--- config.mk ---
export PLATFORM = sky130hd
export DESIGN_NAME = mult_div_unit
export DESIGN_NICKNAME = d
export VERILOG_FILES = /design/src/rtl/mdu_pkg.sv /design/src/rtl/mdu_div_core.sv /design/src/rtl/mult_div_unit.sv
export SDC_FILE = /design/constraint.sdc
export NUM_CORES = 1
export LEC_CHECK = 0
export BUFFER_PORTS_ARGS = -buffer_cell sky130_fd_sc_hd__buf_2
export CAP_MARGIN = 10
export CORE_UTILIZATION = 55
export CTS_BUF_LIST = sky130_fd_sc_hd__clkbuf_2 sky130_fd_sc_hd__clkbuf_4 sky130_fd_sc_hd__clkbuf_8
export DETAILED_ROUTE_END_ITERATION = 8
export PLACE_DENSITY = 0.76
export SLEW_MARGIN = 0
export SYNTH_ARGS = -nofsm -noshare
export SYNTH_HDL_FRONTEND = slang
export SYNTH_SLANG_ARGS = --single-unit
--- constraint.sdc ---
create_clock -name clk -period 7.1 [get_ports clk]
set_input_delay 1.42 -clock clk [delete_from_list [all_inputs] [get_ports clk]]
set_output_delay 1.42 -clock clk [all_outputs]
set_load 0.05 [all_outputs]
--- src/rtl/mdu_pkg.sv ---
// mdu_pkg: op encodings, FSM states and register-number width shared by the multiply/divide unit
package mdu_pkg;
  localparam int REG_W = 5;
  typedef logic [1:0] op_t;
  localparam op_t OP_MUL   = 2'b00;
  localparam op_t OP_MULHU = 2'b01;
  localparam op_t OP_DIVU  = 2'b10;
  localparam op_t OP_REMU  = 2'b11;
  localparam logic [1:0] ST_IDLE = 2'd0;
  localparam logic [1:0] ST_RUN  = 2'd1;
  localparam logic [1:0] ST_DONE = 2'd2;
endpackage

--- src/rtl/mdu_div_core.sv ---
// mdu_div_core: one restoring-division step; shifts the next dividend bit into the partial remainder
module mdu_div_core #(
  parameter int WIDTH = 32
) (
  input  logic [WIDTH-1:0] rem_i,
  input  logic [WIDTH-1:0] quo_i,
  input  logic [WIDTH-1:0] div_i,
  output logic [WIDTH-1:0] rem_o,
  output logic [WIDTH-1:0] quo_o
);
  logic [WIDTH:0] shifted;
  logic [WIDTH-1:0] diff;
  logic ge;
  always_comb begin
    shifted = {rem_i, quo_i[WIDTH-1]};
    ge = shifted >= {1'b0, div_i};
    // when ge the true difference fits in WIDTH bits, so the wrapped low bits are exact
    diff = shifted[WIDTH-1:0] - div_i;
    rem_o = ge ? diff : shifted[WIDTH-1:0];
    quo_o = {quo_i[WIDTH-2:0], ge};
  end
endmodule

--- src/rtl/mult_div_unit.sv ---
// mult_div_unit: iterative unsigned MUL/MULHU/DIVU/REMU, one bit per cycle.
// Define MDU_DIVIDE_EN to build the divider; otherwise divide ops finish at once with err=1.
module mult_div_unit
  import mdu_pkg::*;
#(
  parameter int WIDTH = 32,
  localparam int CNT_W = $clog2(WIDTH) + 1
) (
  input  logic             clk,
  input  logic             reset,
  input  logic             start,
  input  logic [1:0]       op,
  input  logic [WIDTH-1:0] operand_a,
  input  logic [WIDTH-1:0] operand_b,
  input  logic [REG_W-1:0] dest_reg,
  output logic             busy,
  output logic             done,
  output logic [WIDTH-1:0] result,
  output logic [REG_W-1:0] result_reg,
  output logic             err
);
  logic [1:0] state_q, state_d;
  logic [CNT_W-1:0] cnt_q, cnt_d;
  logic [2*WIDTH-1:0] acc_q, acc_d, mul_nxt;
  logic [WIDTH-1:0] a_q, a_d, b_q, b_d, result_q, result_d;
  logic [WIDTH:0] mul_sum;
  op_t op_q, op_d;
  logic [REG_W-1:0] reg_q, reg_d;
  logic err_q, err_d;
`ifdef MDU_DIVIDE_EN
  logic [WIDTH-1:0] rem_nxt, quo_nxt;
  mdu_div_core #(.WIDTH(WIDTH)) u_div (
    .rem_i(acc_q[2*WIDTH-1:WIDTH]),
    .quo_i(acc_q[WIDTH-1:0]),
    .div_i(b_q),
    .rem_o(rem_nxt),
    .quo_o(quo_nxt)
  );
`endif
  // acc holds {product hi, multiplier} for multiply and {remainder, quotient} for divide,
  // so both results are picked from the same halves
  always_comb begin
    mul_sum = {1'b0, acc_q[2*WIDTH-1:WIDTH]} + (acc_q[0] ? {1'b0, a_q} : '0);
    mul_nxt = {mul_sum, acc_q[WIDTH-1:1]};
    state_d = state_q;
    cnt_d = cnt_q;
    acc_d = acc_q;
    a_d = a_q;
    b_d = b_q;
    op_d = op_q;
    reg_d = reg_q;
    err_d = err_q;
    result_d = result_q;
    case (state_q)
      ST_IDLE: if (start) begin
        a_d = operand_a;
        b_d = operand_b;
        op_d = op;
        reg_d = dest_reg;
        err_d = 1'b0;
        cnt_d = '0;
        acc_d = {{WIDTH{1'b0}}, op[1] ? operand_a : operand_b};
        state_d = ST_RUN;
`ifndef MDU_DIVIDE_EN
        if (op[1]) begin
          state_d = ST_DONE;
          result_d = '0;
          err_d = 1'b1;
        end
`endif
      end
      ST_RUN: if (cnt_q == CNT_W'(WIDTH)) begin
        state_d = ST_DONE;
        result_d = op_q[0] ? acc_q[2*WIDTH-1:WIDTH] : acc_q[WIDTH-1:0];
        err_d = op_q[1] & ~|b_q;
      end else begin
        cnt_d = cnt_q + 1'b1;
`ifdef MDU_DIVIDE_EN
        acc_d = op_q[1] ? {rem_nxt, quo_nxt} : mul_nxt;
`else
        acc_d = mul_nxt;
`endif
      end
      default: state_d = ST_IDLE;
    endcase
  end
  always_ff @(posedge clk or negedge reset) begin
    if (!reset) begin
      state_q <= ST_IDLE;
      cnt_q <= '0;
      acc_q <= '0;
      a_q <= '0;
      b_q <= '0;
      op_q <= OP_MUL;
      reg_q <= '0;
      err_q <= 1'b0;
      result_q <= '0;
    end else begin
      state_q <= state_d;
      cnt_q <= cnt_d;
      acc_q <= acc_d;
      a_q <= a_d;
      b_q <= b_d;
      op_q <= op_d;
      reg_q <= reg_d;
      err_q <= err_d;
      result_q <= result_d;
    end
  end
  assign busy = state_q != ST_IDLE;
  assign done = state_q == ST_DONE;
  assign result = result_q;
  assign result_reg = reg_q;
  assign err = err_q;
endmodule

==> flow_metrics.tcl, run 1 <==
set metrics [dict create \
    outcome "finished, final reports clean" \
    arrival_ps 3830 \
    setup_viol 0 \
    hold_violations 0 \
    ctsResizeCount 0 \
    grt_usage_pct 27.4 \
    p_leak_uw 0.00527 \
    dp_hpwl_mm 16.0 \
    drive_gt1_share_pct 14.8 \
    maxSlewViolCount 0 \
    ys.warnings.count 0 \
    routed_wl_mm 23.0 \
    postSynthAreaPerCell_um2 8.96 \
    max-slew-margin-rel_pct 31.3 \
    synthCells 1056 \
    tns_ps 0 \
    htreeDepth 4 \
    postLayoutCoreUtil_pct 63.2 \
    async_flop_share_pct 100 \
    dieArea_um2 17700 \
    worst-path-max-fanout 34 \
    clk_pin_slew_ps 90 \
    syn_nets 1165 \
    drtIter0Drc 576 \
    largest_register_ffs 64 \
    routedWlPerCell_um 16.9 \
    synth_ff_type "dfrtp_1" \
    first_pass_iters 5 \
    die-height_um 133 \
    vias_per_cell 5.70 \
    synth_edf_count 0 \
    antenna_cells 0 \
    cp.required_ps 7480 \
    numPortBuffers 113 \
    area_growth_pct 11.6 \
    synth_area_um2 9460 \
    cap_violations 0 \
    core-area_um2 16700 \
    clockRootBuffer "clkbuf_8" \
    clock-sinks 176 \
    nNetsFinal 1242 \
    grt_first_pass_wirelength_mm 38.2 \
    cts_tree "done" \
    tightest_slew_ps 1030 \
    finalCritPeriodShare_pct 48.5 \
    hold_class "flip-flop to flip-flop" \
    ctsHoldBuffers 0 \
    synth_cell_types 52 \
    cp-end-kind "flip-flop" \
    drc_errors 0 \
    postCtsSetupRepairBufs 0 \
    io_pins 114 \
    power.total_uw 4690 \
    ir_drop_uv 366 \
    grt_overflow 0 \
    ys_seq_area_share_pct 46.6 \
    finClkSkew_ps 13.3 \
    first_global_vias 7457 \
    powerDensity_nw_per_um2 444 \
    max_freq_mhz 290 \
    gp_congestion 0.934 \
    dieWidth_um 133 \
    ys_ff_latch 176 \
    numCtsBuffers 17 \
    drtAntennaViolNets 0 \
    start_util_pct 56.6 \
    vias 7778 \
    rsz0062_at_grt "no" \
    period_minus_slack_ps 3440 \
    path_class "flip-flop to flip-flop" \
    grt_max_degree 106 \
    rows 47 \
    critPathLaunchType "flip-flop" \
    clk_latency_ps 470 \
    clock_path_buffers 2 \
    antenna_found_initial 0 \
    hold_slack_ps 473 \
]
[worst max-delay path: stages (launching register included)]
cell and delay [ps]:
dfrtp_1 930, and2_1 240, ha_1 180, inv_1 60, fa_1 380, nor2b_1 300
o2111ai_4 160, nand3_2 140, a311oi_4 130, o21bai_4 260, a21o_1 250, a211oi_1 110
o31ai_2 220
[cell type report]
type                    count  area, µm²
fillers                  1470       6150
clock buffers              22        290
clock inverters             9        110
well taps                 220        275
flip-flops and latches    176       4410
repair buffers            123        647
multi-input cells         804       4780
inverters                  11       41.3
[where the power goes]
part,leakage (µW),total (µW),switching (µW),internal [µW]
registers,0.00224,1790,356,1440
logic,0.00283,2190,1440,755
clock network,0.000198,707,360,346
[kinds of logic after synthesis]
family	after synthesis	share of synthesized area [%]
AOI/OAI and AO/OA	203	14.6
xor gates and xnor gates	28	2.59
adders and majority gates	35	4.71
buffers and inverters	76	3.11
DFF	176	46.6
muxes	65	6.88
and+or+nand+nor	473	21.6
[synth_stat cells, types with 13 or more instances]
| cell type | number | area share [%] |
|---|---|---|
| ha_1 | 34 | 4.5 |
| nand4_1 | 13 | 0.86 |
| nand2_1 | 303 | 12 |
| a221o_1 | 16 | 1.7 |
| dfrtp_1 | 176 | 47 |
| a21oi_1 | 47 | 2.5 |
| o31ai_1 | 37 | 2.9 |
| o21ai_0 | 53 | 2.8 |
| xnor2_1 | 16 | 1.5 |
| mux2i_1 | 65 | 6.9 |
| nor2_1 | 54 | 2.1 |
| and2_1 | 36 | 2.4 |
| nand3_1 | 30 | 1.6 |
| clkbuf_1 | 59 | 2.3 |
[worst paths after layout]
kind / start / end / slack, ps / cells after the start
max: acc_q[0] / acc_q[59] / 3660 / 12
min: result[12] / result[12] / 470 / 2
max reg2reg: acc_q[0] / acc_q[59] / 3660 / 12
min reg2reg: result[12] / result[12] / 470 / 2
max in group asynchronous: reset / a_q[18] / 4540 / 2
min in group asynchronous: reset / b_q[5] / 1050 / 1
[stage by stage]
step,setup slack [ps],area [µm²],cells
3_5_place_dp,3730,10200,1334
6_report,3660,10600,1365
3_3_place_gp,3790,10200,1334
2_1_floorplan,4280,9460,1056
5_1_grt,3410,10600,1365
4_1_cts,3700,10600,1365
[layer usage]
layer | share of wire, % | vias up | wire, µm | global-route usage (%)
li1 | - | 3799 | - | -
met1 | 49 | 3719 | 11200 | 39.9
met2 | 43 | 226 | 10000 | 41.1
met3 | 5.6 | 34 | 1300 | 5.52
met4 | 2.2 | 0 | 516 | 9.28
met5 | 0 | - | 0 | 0
[cell usage in the layout, fill, tap and decap left out, types with 7 or more instances in the layout]
master	Yosys	layout
nand2_1	303	302
dfrtp_1	176	175
buf_2	1	112
mux2i_1	65	65
o21ai_0	53	53
nor2_1	54	52
a21oi_1	47	47
o31ai_1	37	37
and2_1	36	34
ha_1	34	34
nand3_1	30	30
clkbuf_8	0	20
a221o_1	16	16
xnor2_1	16	16
nand4_1	13	13
xor2_1	12	12
a21o_1	12	12
inv_1	11	11
buf_4	0	10
nor4_1	9	9
o21a_1	8	8
nand2b_1	7	7
Note: power is estimated with default switching activity, not from simulation.
==> run 2, diff against run 1 <==
- PLACE_DENSITY: 0.76 -> 0.79
- clock period: 7.1 -> 2.9 ns (I/O delays scaled with it)
==> flow_metrics.tcl, run 2 (synthesis gave the netlist of run 1 again) <==
set metrics [dict create \
    cp.required_ps 3270 \
    grt_overflow 0 \
    antenna_found_initial 0 \
    cap_violations 0 \
    r2r_slack_ps 100 \
    p_seq_share_pct 36.3 \
    worst-path-max-fanout 7 \
    final_common_cell "nand2_1" \
    clockRootBuffer "clkbuf_8" \
    dp_hpwl_mm 17.7 \
    nNetsFinal 1278 \
    grt_first_pass_wirelength_mm 40.3 \
    powerDensity_nw_per_um2 1100 \
    start_util_pct 56.6 \
    clkPwrFrac_pct 14.4 \
    cp-end-kind "flip-flop" \
    dieWidth_um 133 \
    hold_violations 0 \
    routedWlPerCell_um 17.7 \
    max_freq_mhz 358 \
    p_comb_share_pct 49.3 \
    drive_gt1_share_pct 19.4 \
    p_int_uw 6390 \
    core-area_um2 16700 \
    first_global_vias 7793 \
    ir_drop_uv 1260 \
    period_minus_slack_ps 2800 \
    cts_tree "done" \
    power.total_uw 12100 \
    arrival_ps 3160 \
    first_pass_iters 5 \
    htreeDepth 4 \
    finClkSkew_ps 10.7 \
    maxSlewViolCount 0 \
    worst_slack_ps 103 \
    drtAntennaViolNets 0 \
    final_cell_mix "301 x nand2_1, 174 x dfrtp_1, 112 x buf_2, 65 x mux2i_1, 53 x o21ai_0" \
    ff2ff_path_depth 13 \
    clock-sinks 176 \
    timing.rr.start "acc_q[0]" \
    largest_register_ffs 64 \
    gp_congestion 0.913 \
    clock_path_buffers 2 \
    grt_max_degree 83 \
    drc_errors 0 \
    max-slew-margin-rel_pct 41.8 \
    r2r-end "acc_q[51]" \
    numPortBuffers 113 \
    dieArea_um2 17700 \
    hold_class "input port to asynchronous set/reset pin" \
    outcome "finished, final reports clean" \
    startpoint "acc_q[0]" \
    pre_cts_ws_ps -52.1 \
    area_growth_pct 16.2 \
    vias_per_cell 5.84 \
    clk_latency_ps 490 \
    clk_pin_slew_ps 100 \
    critPathLaunchType "flip-flop" \
    p_leak_uw 0.00550 \
    tightest_slew_ps 873 \
    rows 47 \
    grt_usage_pct 29.3 \
    drtIter0Drc 653 \
    ctsHoldBuffers 0 \
    switchingPower_uw 5680 \
    die-height_um 133 \
    antenna_cells 0 \
    netSwitchingFraction_pct 47.0 \
    numCtsBuffers 17 \
    vias 8193 \
    setup_viol 0 \
    routed_wl_mm 24.7 \
    io_pins 114 \
    finalCritPeriodShare_pct 96.4 \
    path_class "flip-flop to flip-flop" \
]
[run 2: worst max path at each step]
stage / to / cells past startpoint
final: acc_q[51] / 13
after global routing: acc_q[46] / 14
after CTS: acc_q[59] / 11
after detailed placement: acc_q[59] / 12
after global placement: acc_q[59] / 12
after floorplan: acc_q[59] / 12
[run 2: repair_timing]
action | CTS | global route
cloned | 0 | 0
endpoints found under the hold margin | 0 | 0
endpoints found under the setup margin | 6 | 10
setup buffers | 0 | 7
gates resized for setup | 1 | 27
pin swaps | 1 | 11
[run 2: worst max-delay path: stages, from the launching register on]
cell and delay, ps:
dfrtp_2 470, buf_4 180, buf_4 130, and2_1 140
ha_1 210, a21oi_2 180, nand2b_4 160, nand3_4 90
a311oi_4 390, o21bai_4 140, buf_4 160, a31oi_2 180
xor2_1 140, o21ai_0 90
[run 2: per-stage QoR]
step	hold slack (ps)	TNS (ps)	area [µm²]	util, %	instances
2_1_floorplan	284	0	9460	-	1056
3_3_place_gp	451	0	10400	62.3	1363
3_5_place_dp	458	-131	10400	62.3	1363
4_1_cts	155	0	10800	64.8	1395
5_1_grt	183	-54.9	11000	65.8	1402
6_report	115	0	11000	65.8	1402
[run 2: power groups by stage]
stage | Sequential, µW | Clock, µW | Combinational [µW]
after CTS | 4380 | 1750 | 5740
after global routing | 4520 | 1870 | 6530
after detailed placement | 4420 | 0 | 5700
after floorplan | 4790 | 0 | 3560
final | 4380 | 1740 | 5940
after global placement | 4380 | 0 | 5540
[run 2: area by class of cell]
type / instances / area, µm²
repair buffers: 159 / 955
clock buffers: 17 / 234
fillers: 1340 / 5710
well taps: 220 / 275
multi-input cells: 804 / 4910
clock inverters: 15 / 171
inverters: 11 / 41.3
flip-flops and latches: 176 / 4410
[run 2: layer usage]
layer	global-route usage (%)	part of all wire, %	up-vias	wire length [µm]
met5	0	0	-	0
met4	10.4	2.6	0	649
met3	5.37	6.3	52	1560
met2	45.0	46	299	11400
met1	41.7	45	3964	11200
li1	-	-	3878	-
